**config.mk**
```make
export PLATFORM = sky130hd
export DESIGN_NAME = calc_engine
export DESIGN_NICKNAME = d
export VERILOG_FILES = /design/src/rtl/calc_pkg.sv /design/src/rtl/calc_mul_seq.sv /design/src/rtl/calc_engine.sv
export SDC_FILE = /design/constraint.sdc
export NUM_CORES = 1
export LEC_CHECK = 0
export CAP_MARGIN = 0
export CORE_UTILIZATION = 64
export CTS_BUF_LIST = sky130_fd_sc_hd__clkbuf_16
export DETAILED_ROUTE_END_ITERATION = 10
export PLACE_DENSITY = 0.82
export REMOVE_ABC_BUFFERS = 1
export SLEW_MARGIN = 20
export SYNTH_ARGS = -nofsm -noshare
export SYNTH_HDL_FRONTEND = slang
export SYNTH_SLANG_ARGS = --single-unit
```
**constraint.sdc**
```tcl
create_clock -name clock -period 6.2 [get_ports clock]
set_input_delay 0.93 -clock clock [delete_from_list [all_inputs] [get_ports clock]]
set_output_delay 0.93 -clock clock [all_outputs]
set_load 0.05 [all_outputs]
```
**src/rtl/calc_pkg.sv**
```systemverilog
`default_nettype none
// ============================================================================
//  Module      : calc_pkg
//  Description : Shared keycode map, operator and state encodings for the
//                calculator engine.
//  Revision    : 1.0 - initial release
// ============================================================================
package calc_pkg;

  // Keycodes 0x00-0x0F are hex digits; 0x16-0x1F are ignored.
  localparam logic [4:0] KEY_ADD = 5'h10;
  localparam logic [4:0] KEY_SUB = 5'h11;
  localparam logic [4:0] KEY_MUL = 5'h12;
  localparam logic [4:0] KEY_EQ  = 5'h13;
  localparam logic [4:0] KEY_CE  = 5'h14;
  localparam logic [4:0] KEY_AC  = 5'h15;

  typedef enum logic [1:0] {
    OP_NONE = 2'd0,
    OP_ADD  = 2'd1,
    OP_SUB  = 2'd2,
    OP_MUL  = 2'd3
  } op_e;

  typedef enum logic [1:0] {
    ST_ENTRY_A = 2'd0,
    ST_ENTRY_B = 2'd1,
    ST_COMPUTE = 2'd2,
    ST_RESULT  = 2'd3
  } state_e;

  function automatic op_e key_to_op(input logic [4:0] key);
    case (key)
      KEY_ADD: key_to_op = OP_ADD;
      KEY_SUB: key_to_op = OP_SUB;
      KEY_MUL: key_to_op = OP_MUL;
      default: key_to_op = OP_NONE;
    endcase
  endfunction

endpackage
`default_nettype wire

```
**src/rtl/calc_mul_seq.sv**
```systemverilog
`default_nettype none
// ============================================================================
//  Module      : calc_mul_seq
//  Description : Radix-2 shift-add multiplier, one partial product per cycle.
//                A start pulse loads the operands; WIDTH cycles later the
//                full product is presented together with a one-cycle done.
//  Ports       : clock, reset    - clock, async active-high reset
//                start, a, b     - launch request and operands
//                busy            - sequence in progress
//                done            - high in the final cycle of the sequence
//                product         - 2*WIDTH result, valid while done is high
//  Revision    : 1.0 - initial release
// ============================================================================
module calc_mul_seq #(
  parameter int WIDTH = 16
) (
  input  logic                 clock,
  input  logic                 reset,
  input  logic                 start,
  input  logic [WIDTH-1:0]     a,
  input  logic [WIDTH-1:0]     b,
  output logic                 busy,
  output logic                 done,
  output logic [2*WIDTH-1:0]   product
);
  localparam int CNT_W = $clog2(WIDTH);

  logic               busy_q,   busy_d;
  logic [CNT_W-1:0]   cnt_q,    cnt_d;
  logic [2*WIDTH-1:0] mcand_q,  mcand_d;
  logic [WIDTH-1:0]   mplier_q, mplier_d;
  logic [2*WIDTH-1:0] prod_q,   prod_d;
  logic [2*WIDTH-1:0] partial;
  logic               last_step;

  always_comb begin
    partial   = mplier_q[0] ? mcand_q : '0;
    last_step = busy_q && (cnt_q == CNT_W'(WIDTH - 1));
    busy_d    = busy_q;
    cnt_d     = cnt_q;
    mcand_d   = mcand_q;
    mplier_d  = mplier_q;
    prod_d    = prod_q;
    if (start && !busy_q) begin
      busy_d   = 1'b1;
      cnt_d    = '0;
      mcand_d  = {{WIDTH{1'b0}}, a};
      mplier_d = b;
      prod_d   = '0;
    end else if (busy_q) begin
      prod_d   = prod_q + partial;
      mcand_d  = mcand_q << 1;
      mplier_d = mplier_q >> 1;
      cnt_d    = cnt_q + CNT_W'(1);
      if (last_step) busy_d = 1'b0;
    end
  end

  always_ff @(posedge clock or posedge reset) begin
    if (reset) begin
      busy_q   <= 1'b0;
      cnt_q    <= '0;
      mcand_q  <= '0;
      mplier_q <= '0;
      prod_q   <= '0;
    end else begin
      busy_q   <= busy_d;
      cnt_q    <= cnt_d;
      mcand_q  <= mcand_d;
      mplier_q <= mplier_d;
      prod_q   <= prod_d;
    end
  end

  // The last partial product is folded in combinationally so the caller
  // can capture the final product on the same edge that ends the sequence.
  assign busy    = busy_q;
  assign done    = last_step;
  assign product = prod_q + partial;

endmodule
`default_nettype wire

```
**src/rtl/calc_engine.sv**
```systemverilog
`default_nettype none
// ============================================================================
//  Module      : calc_engine
//  Description : Keypad-driven calculator datapath: operand entry, chained
//                add/sub/mul, repeat-equals and overflow flag.
//                WIDTH must be a multiple of 4 and at least 8.
//  Ports       : clock, reset - clock, async active-high reset
//                newkey       - one-cycle keypress strobe
//                keycode      - key identity, sampled with newkey
//                display      - entry, or result in RESULT/COMPUTE
//                ovf          - carry/borrow/overflow of last result
//                busy         - multiply in progress, keys ignored
//                pending_op   - operator awaiting its second operand
//  Revision    : 1.0 - initial release
// ============================================================================
module calc_engine
  import calc_pkg::*;
#(
  parameter int WIDTH   = 16,
  parameter int NDIGITS = WIDTH / 4
) (
  input  logic             clock,
  input  logic             reset,
  input  logic             newkey,
  input  logic [4:0]       keycode,
  output logic [WIDTH-1:0] display,
  output logic             ovf,
  output logic             busy,
  output logic [1:0]       pending_op
);
  localparam int CNT_W = $clog2(NDIGITS + 1);

  state_e             state_q,   state_d;
  logic [WIDTH-1:0]   acc_q,     acc_d;
  logic [WIDTH-1:0]   entry_q,   entry_d;
  logic [WIDTH-1:0]   last_b_q,  last_b_d;
  op_e                last_op_q, last_op_d;
  op_e                pending_q, pending_d;
  op_e                resume_q,  resume_d;   // op to latch when a multiply ends
  logic [CNT_W-1:0]   count_q,   count_d;
  logic               ovf_q,     ovf_d;
  logic               chain_q,   chain_d;    // show acc until first new digit

  logic               key_ok, is_digit, is_op;
  op_e                key_op;
  logic               go;
  op_e                go_op, go_next;
  logic [WIDTH-1:0]   go_b;
  logic [WIDTH:0]     sum, diff;
  logic               fin;
  op_e                fin_next;
  logic [WIDTH-1:0]   fin_acc;
  logic               fin_ovf;
  logic               mul_start, mul_busy, mul_done;
  logic [2*WIDTH-1:0] mul_product;

  calc_mul_seq #(.WIDTH(WIDTH)) u_mul (
    .clock   (clock),
    .reset   (reset),
    .start   (mul_start),
    .a       (acc_q),
    .b       (go_b),
    .busy    (mul_busy),
    .done    (mul_done),
    .product (mul_product)
  );

  always_comb begin
    state_d   = state_q;
    acc_d     = acc_q;
    entry_d   = entry_q;
    last_b_d  = last_b_q;
    last_op_d = last_op_q;
    pending_d = pending_q;
    resume_d  = resume_q;
    count_d   = count_q;
    ovf_d     = ovf_q;
    chain_d   = chain_q;
    mul_start = 1'b0;
    go        = 1'b0;
    go_op     = OP_NONE;
    go_next   = OP_NONE;
    go_b      = entry_q;
    fin       = 1'b0;
    fin_next  = OP_NONE;
    fin_acc   = acc_q;
    fin_ovf   = ovf_q;

    key_ok   = newkey && (state_q != ST_COMPUTE);
    is_digit = !keycode[4];
    key_op   = key_to_op(keycode);
    is_op    = (key_op != OP_NONE);

    if (key_ok) begin
      if (is_digit) begin
        if (state_q == ST_RESULT) begin
          entry_d = {{(WIDTH-4){1'b0}}, keycode[3:0]};
          count_d = CNT_W'(1);
          ovf_d   = 1'b0;
          chain_d = 1'b0;
          state_d = ST_ENTRY_A;
        end else if (count_q < CNT_W'(NDIGITS)) begin
          entry_d = {entry_q[WIDTH-5:0], keycode[3:0]};
          count_d = count_q + CNT_W'(1);
          chain_d = 1'b0;
          if (state_q == ST_ENTRY_A && count_q == '0) ovf_d = 1'b0;
        end
      end else if (is_op) begin
        case (state_q)
          ST_ENTRY_A: begin
            acc_d     = entry_q;
            pending_d = key_op;
            entry_d   = '0;
            count_d   = '0;
            chain_d   = 1'b0;
            state_d   = ST_ENTRY_B;
          end
          ST_ENTRY_B: begin
            if (count_q == '0) begin
              pending_d = key_op;
            end else begin
              go      = 1'b1;
              go_op   = pending_q;
              go_next = key_op;
              entry_d = '0;
              count_d = '0;
            end
          end
          ST_RESULT: begin
            pending_d = key_op;
            entry_d   = '0;
            count_d   = '0;
            chain_d   = 1'b1;
            state_d   = ST_ENTRY_B;
          end
          default: ;
        endcase
      end else if (keycode == KEY_EQ) begin
        if (state_q == ST_ENTRY_B) begin
          // With no second operand typed, acc is repeated with itself.
          go_b      = (count_q == '0) ? acc_q : entry_q;
          last_b_d  = go_b;
          last_op_d = pending_q;
          go        = 1'b1;
          go_op     = pending_q;
          entry_d   = '0;
          count_d   = '0;
        end else if (state_q == ST_RESULT) begin
          go_b  = last_b_q;
          go    = 1'b1;
          go_op = last_op_q;
        end
      end else if (keycode == KEY_CE) begin
        entry_d = '0;
        count_d = '0;
      end else if (keycode == KEY_AC) begin
        state_d   = ST_ENTRY_A;
        acc_d     = '0;
        entry_d   = '0;
        last_b_d  = '0;
        last_op_d = OP_NONE;
        pending_d = OP_NONE;
        resume_d  = OP_NONE;
        count_d   = '0;
        ovf_d     = 1'b0;
        chain_d   = 1'b0;
      end
    end

    sum  = {1'b0, acc_q} + {1'b0, go_b};
    diff = {1'b0, acc_q} - {1'b0, go_b};

    if (go) begin
      case (go_op)
        OP_ADD: begin
          fin = 1'b1; fin_acc = sum[WIDTH-1:0];  fin_ovf = sum[WIDTH];  fin_next = go_next;
        end
        OP_SUB: begin
          fin = 1'b1; fin_acc = diff[WIDTH-1:0]; fin_ovf = diff[WIDTH]; fin_next = go_next;
        end
        OP_MUL: begin
          mul_start = 1'b1;
          resume_d  = go_next;
          state_d   = ST_COMPUTE;
        end
        default: ;
      endcase
    end

    if (state_q == ST_COMPUTE && mul_done) begin
      fin      = 1'b1;
      fin_acc  = mul_product[WIDTH-1:0];
      fin_ovf  = |mul_product[2*WIDTH-1:WIDTH];
      fin_next = resume_q;
    end

    // A result either ends the calculation (RESULT) or, when chained,
    // arms the next operator and waits for its operand.
    if (fin) begin
      acc_d     = fin_acc;
      ovf_d     = fin_ovf;
      pending_d = fin_next;
      chain_d   = (fin_next != OP_NONE);
      state_d   = (fin_next == OP_NONE) ? ST_RESULT : ST_ENTRY_B;
    end
  end

  always_ff @(posedge clock or posedge reset) begin
    if (reset) begin
      state_q   <= ST_ENTRY_A;
      acc_q     <= '0;
      entry_q   <= '0;
      last_b_q  <= '0;
      last_op_q <= OP_NONE;
      pending_q <= OP_NONE;
      resume_q  <= OP_NONE;
      count_q   <= '0;
      ovf_q     <= 1'b0;
      chain_q   <= 1'b0;
    end else begin
      state_q   <= state_d;
      acc_q     <= acc_d;
      entry_q   <= entry_d;
      last_b_q  <= last_b_d;
      last_op_q <= last_op_d;
      pending_q <= pending_d;
      resume_q  <= resume_d;
      count_q   <= count_d;
      ovf_q     <= ovf_d;
      chain_q   <= chain_d;
    end
  end

  assign display = (state_q == ST_RESULT || state_q == ST_COMPUTE ||
                    (state_q == ST_ENTRY_B && chain_q && count_q == '0)) ? acc_q : entry_q;
  assign ovf        = ovf_q;
  assign busy       = mul_busy;
  assign pending_op = pending_q;

endmodule
`default_nettype wire

```
==> run metrics <==
FF-to-FF setup slack roughly 1.4 ns; Layout Utilization between 70% and 80%; Period Utilization, post-route 87.0%; Placement Setup Slack approximately 0.45 ns; area of the multi-input gates between 7000 and 8000 um^2; Worst-path clk slew ~0.060 ns; Switching Fraction between 30 and 40%; met3 WL approximately 2100 um; post-synthesis sequential area ratio 32.4%; n_diodes 0; Main synth FF type dfrtp_1; yosys warns 0; LEAKAGE roughly 4.9 nW; crit path max fanout 11; detailed-route DRC error count 0; Placer Congestion ~0.96; CTS buffer count 17; CTS tree done; Via Count about 11,000; Max-Cap Viols 0; initial drt markers roughly 850; full die area 18,100 um^2; drt total wl approximately 31,000 um; Hold-fix buffers, CTS 0; # nets final between 1,000 and 1,500; Pwr Density between 200 and 250 nW/um^2; CTS resizes 0; WL met2 roughly 14,000 um; Synth Register Bits between 100 and 150; largest net degree at the start of global routing approximately 110; Worst Setup EP acc_q[13]; setup ws final 0.807 ns; HP Class register to register; slowest stage delay, CP approximately 0.75 ns; post-route met1 wirelength 13,100 um; worst vdd ir around 240 uV; Distinct cells, synth 83; clock power share a little over a third; combinational fraction of design power roughly 28%; adder-cell share of the synthesized area a little under a tenth; Post-CTS Setup Bufs 0; most used cell, CP nor2_1; simple-gate share of the synthesized area between 20% and 30%; mux cell area share after synthesis between 3 and 4%; highest-count cells in the layout ignoring fill and taps 219 x nand2_1, 190 x o21ai_0, 145 x dfrtp_1, 112 x a21oi_1, 97 x nor2_1; clock skew between 0.01 and 0.015 ns; Finish-stage setup viols 0; maximum clock path buffer count 2; Setup crit start keycode[3]; I/O Buffers 27; Post-synth EDFFs 0; R2R depth 17; Crit path depth 17; ys async rst share between 90% and 100%; I/O pin cnt 28; DRT Pass-1 Iters 6; Syn Area/Cell ~7.9 um^2; xor and xnor fraction of the mapped netlist area roughly 2.6%; Die X 135 um; vias in the first global route approximately 9,800; delay-heaviest family, CP compound AO/OA/AOI/OAI gates; DR top layer met4; Total Power 3.00 mW; overflow left after global routing 0; Register Area ~3700 um^2; detail-routed via count per cell around 6.5; Int Power 1.94 mW; worst r2r dst acc_q[13]; Final Hold Violating Endpoints 0; worst-skew pair later-pin latency ~0.43 ns; CP Buf/Inv Count 1; Placed Area 11,600 um^2; Reg power frac a little under two fifths; clock sink count approximately 150; Rows 48; crit-path cells clkdlybuf4s50_1 -> or3b_4 -> nor2_1 -> nand3_1 -> nor2_1 -> a21oi_1 -> o221a_2 -> ha_1 -> a21o_1 -> a21o_1 -> a2111oi_0 -> o311ai_0 -> a211oi_1 -> nor2_1 -> a21oi_1 -> xnor2_1 -> o221ai_1; WP data required 6.47 ns; All-Layer GR Usage roughly a third; total core area around 17,000 um^2; status complete, no violations; initial antenna violation count 0; Worst Path Arrival ~5.7 ns; worst slew pin tran about 1.1 ns; H-tree depth 4; commonest non-fill, non-tap cell in the layout nand2_1; Startpoint Class input port; die height approximately 130 um; fraction of layout cells with a size suffix above 1 6.73%; Critical-path top delay cell a2111oi_0; clock period minus worst slack 5.39 ns; antenna viol nets, final 0; Final Cell Area 12,200 um^2; CP Capture Type register; Root Buffer clkbuf_16; Synth Cell Area about 11,000 um^2; RSZ-0062 raised after global routing no; Area growth syn-to-layout 8.51%; Fmax achieved about 190 MHz; Slew headroom around 27%; Crit Reg-Reg Startpoint state_q[0]; critical path type input port to register; Final Slew Violations 0; dpl hpwl ~22,000 um; first-pass GRT wire length between 40,000 and 50,000 um; switching power 1.06 mW; initial core utilization 65.4%; post-detailed-route wirelength per cell 18.8 um; Synth Instances between 1,000 and 1,500; largest family of logic cells by synthesized area compound AO/OA/AOI/OAI gates; hold path depth 2; setup_tns 0 ns; post-synthesis compound-gate area fraction roughly a quarter; fillcell total 1,408
## per-stage QoR
stage	hold WS, ns	std cells
5_1_grt	0.506	1637
4_1_cts	0.480	1637
2_1_floorplan	0.439	1337
3_3_place_gp	0.457	1606
6_report	0.477	1637
3_5_place_dp	0.466	1606
## worst reg2reg max path: stages, from the launching register on
cell       delay, ns
dfrtp_1         0.43
inv_1           0.09
ha_1            0.31
nor2b_1         0.19
nand3_1         0.43
nor2_1          0.26
a21oi_1         0.09
o221a_2         0.29
ha_1            0.30
a21o_1          0.19
a21o_1          0.20
a2111oi_0       0.75
o311ai_0        0.38
a211oi_1        0.27
nor2_1          0.06
a21oi_1         0.15
xnor2_1         0.14
o221ai_1        0.12
## metal layers
layer	track usage [%]	vias up
met2	57.2	450
met1	44.7	4997
li1	-	5032
met4	14.7	0
met3	6.23	101
met5	0	-
## sequential cells by signal, indices dropped and copies added (netlist names)
| signal | count |
|---|---|
| chain_q | 1 |
| u_mul.prod_q | 32 |
| last_op_q | 2 |
| count_q | 3 |
| resume_q | 2 |
| u_mul.mcand_q | 32 |
| state_q | 2 |
| u_mul.mplier_q | 16 |
| u_mul.cnt_q | 4 |
| entry_q | 16 |
| acc_q | 16 |
| pending_op | 2 |
| u_mul.busy | 1 |
| last_b_q | 16 |
| ovf | 1 |
## worst min path at each step
stage / from / endpoint / slack, ns
after global routing: last_b_q[11] / last_b_q[11] / 0.51
after floorplan: last_op_q[0] / last_op_q[0] / 0.44
after CTS: last_b_q[7] / last_b_q[7] / 0.48
after global placement: last_b_q[6] / last_b_q[6] / 0.46
final: last_b_q[11] / last_b_q[11] / 0.48
after detailed placement: last_b_q[7] / last_b_q[7] / 0.47
## synth_stat cells, types with 4 or more instances
| library cell | count | area (um^2) |
|---|---|---|
| nand2_1 | 220 | 826 |
| o2111ai_1 | 4 | 35.0 |
| o21ai_0 | 190 | 951 |
| o41ai_1 | 4 | 35.0 |
| buf_1 | 4 | 15.0 |
| xor2_1 | 15 | 131 |
| a31o_2 | 5 | 43.8 |
| and2_1 | 37 | 231 |
| clkbuf_1 | 66 | 248 |
| o22ai_1 | 8 | 50.1 |
| dfrtp_1 | 146 | 3650 |
| mux2i_1 | 35 | 350 |
| nor2_1 | 98 | 368 |
| a31oi_1 | 7 | 43.8 |
| buf_2 | 8 | 40.0 |
| a221oi_1 | 7 | 61.3 |
| a32o_1 | 5 | 50.1 |
| nand2b_1 | 14 | 87.6 |
| nand3b_1 | 5 | 37.5 |
| nor2b_1 | 15 | 93.8 |
| a211oi_1 | 12 | 90.1 |
| a21oi_1 | 112 | 561 |
| a21boi_0 | 7 | 52.6 |
| inv_1 | 57 | 214 |
| mux2_2 | 4 | 45.0 |
| nand3_1 | 49 | 245 |
| o211ai_1 | 13 | 97.6 |
| nand4_1 | 8 | 50.1 |
| and3_1 | 9 | 56.3 |
| o221a_2 | 4 | 45.0 |
| nor3_1 | 18 | 90.1 |
| o31ai_1 | 23 | 173 |
| xnor2_1 | 19 | 166 |
| nor3b_1 | 7 | 52.6 |
| nor4_1 | 4 | 25.0 |
| a21o_1 | 18 | 135 |
| o311ai_0 | 5 | 43.8 |
| a222oi_1 | 4 | 40.0 |
| o21bai_1 | 7 | 52.6 |
| ha_1 | 77 | 963 |
| or3_2 | 4 | 30.0 |
## power by group through the flow
stage | Sequential, mW | Clock (mW) | Combinational (mW)
3_3_place_gp | 1.12 | 0 | 0.807
2_1_floorplan | 1.08 | 0 | 0.617
5_1_grt | 1.12 | 1.10 | 0.911
3_5_place_dp | 1.12 | 0 | 0.818
6_report | 1.11 | 1.05 | 0.833
4_1_cts | 1.11 | 1.06 | 0.823
## kinds of logic (layout without fill, tap and decap cells)
family,count (synthesis),in the layout
mux,39,39
buf+inv,141,133
compound gates,470,470
simple gates,510,510
xor+xnor,34,34
fa+ha+maj,80,80
flops,146,146
## final cells by class
type,instances,area share [%]
Timing Repair Buffer,44,3.26
Sequential cell,146,29.9
Tap cell,225,2.30
Clock buffer,17,3.48
Inverter,58,1.82
Clock inverter,14,1.36
Multi-Input combinational cell,1133,57.9
Note: power is estimated with default switching activity, not from simulation.
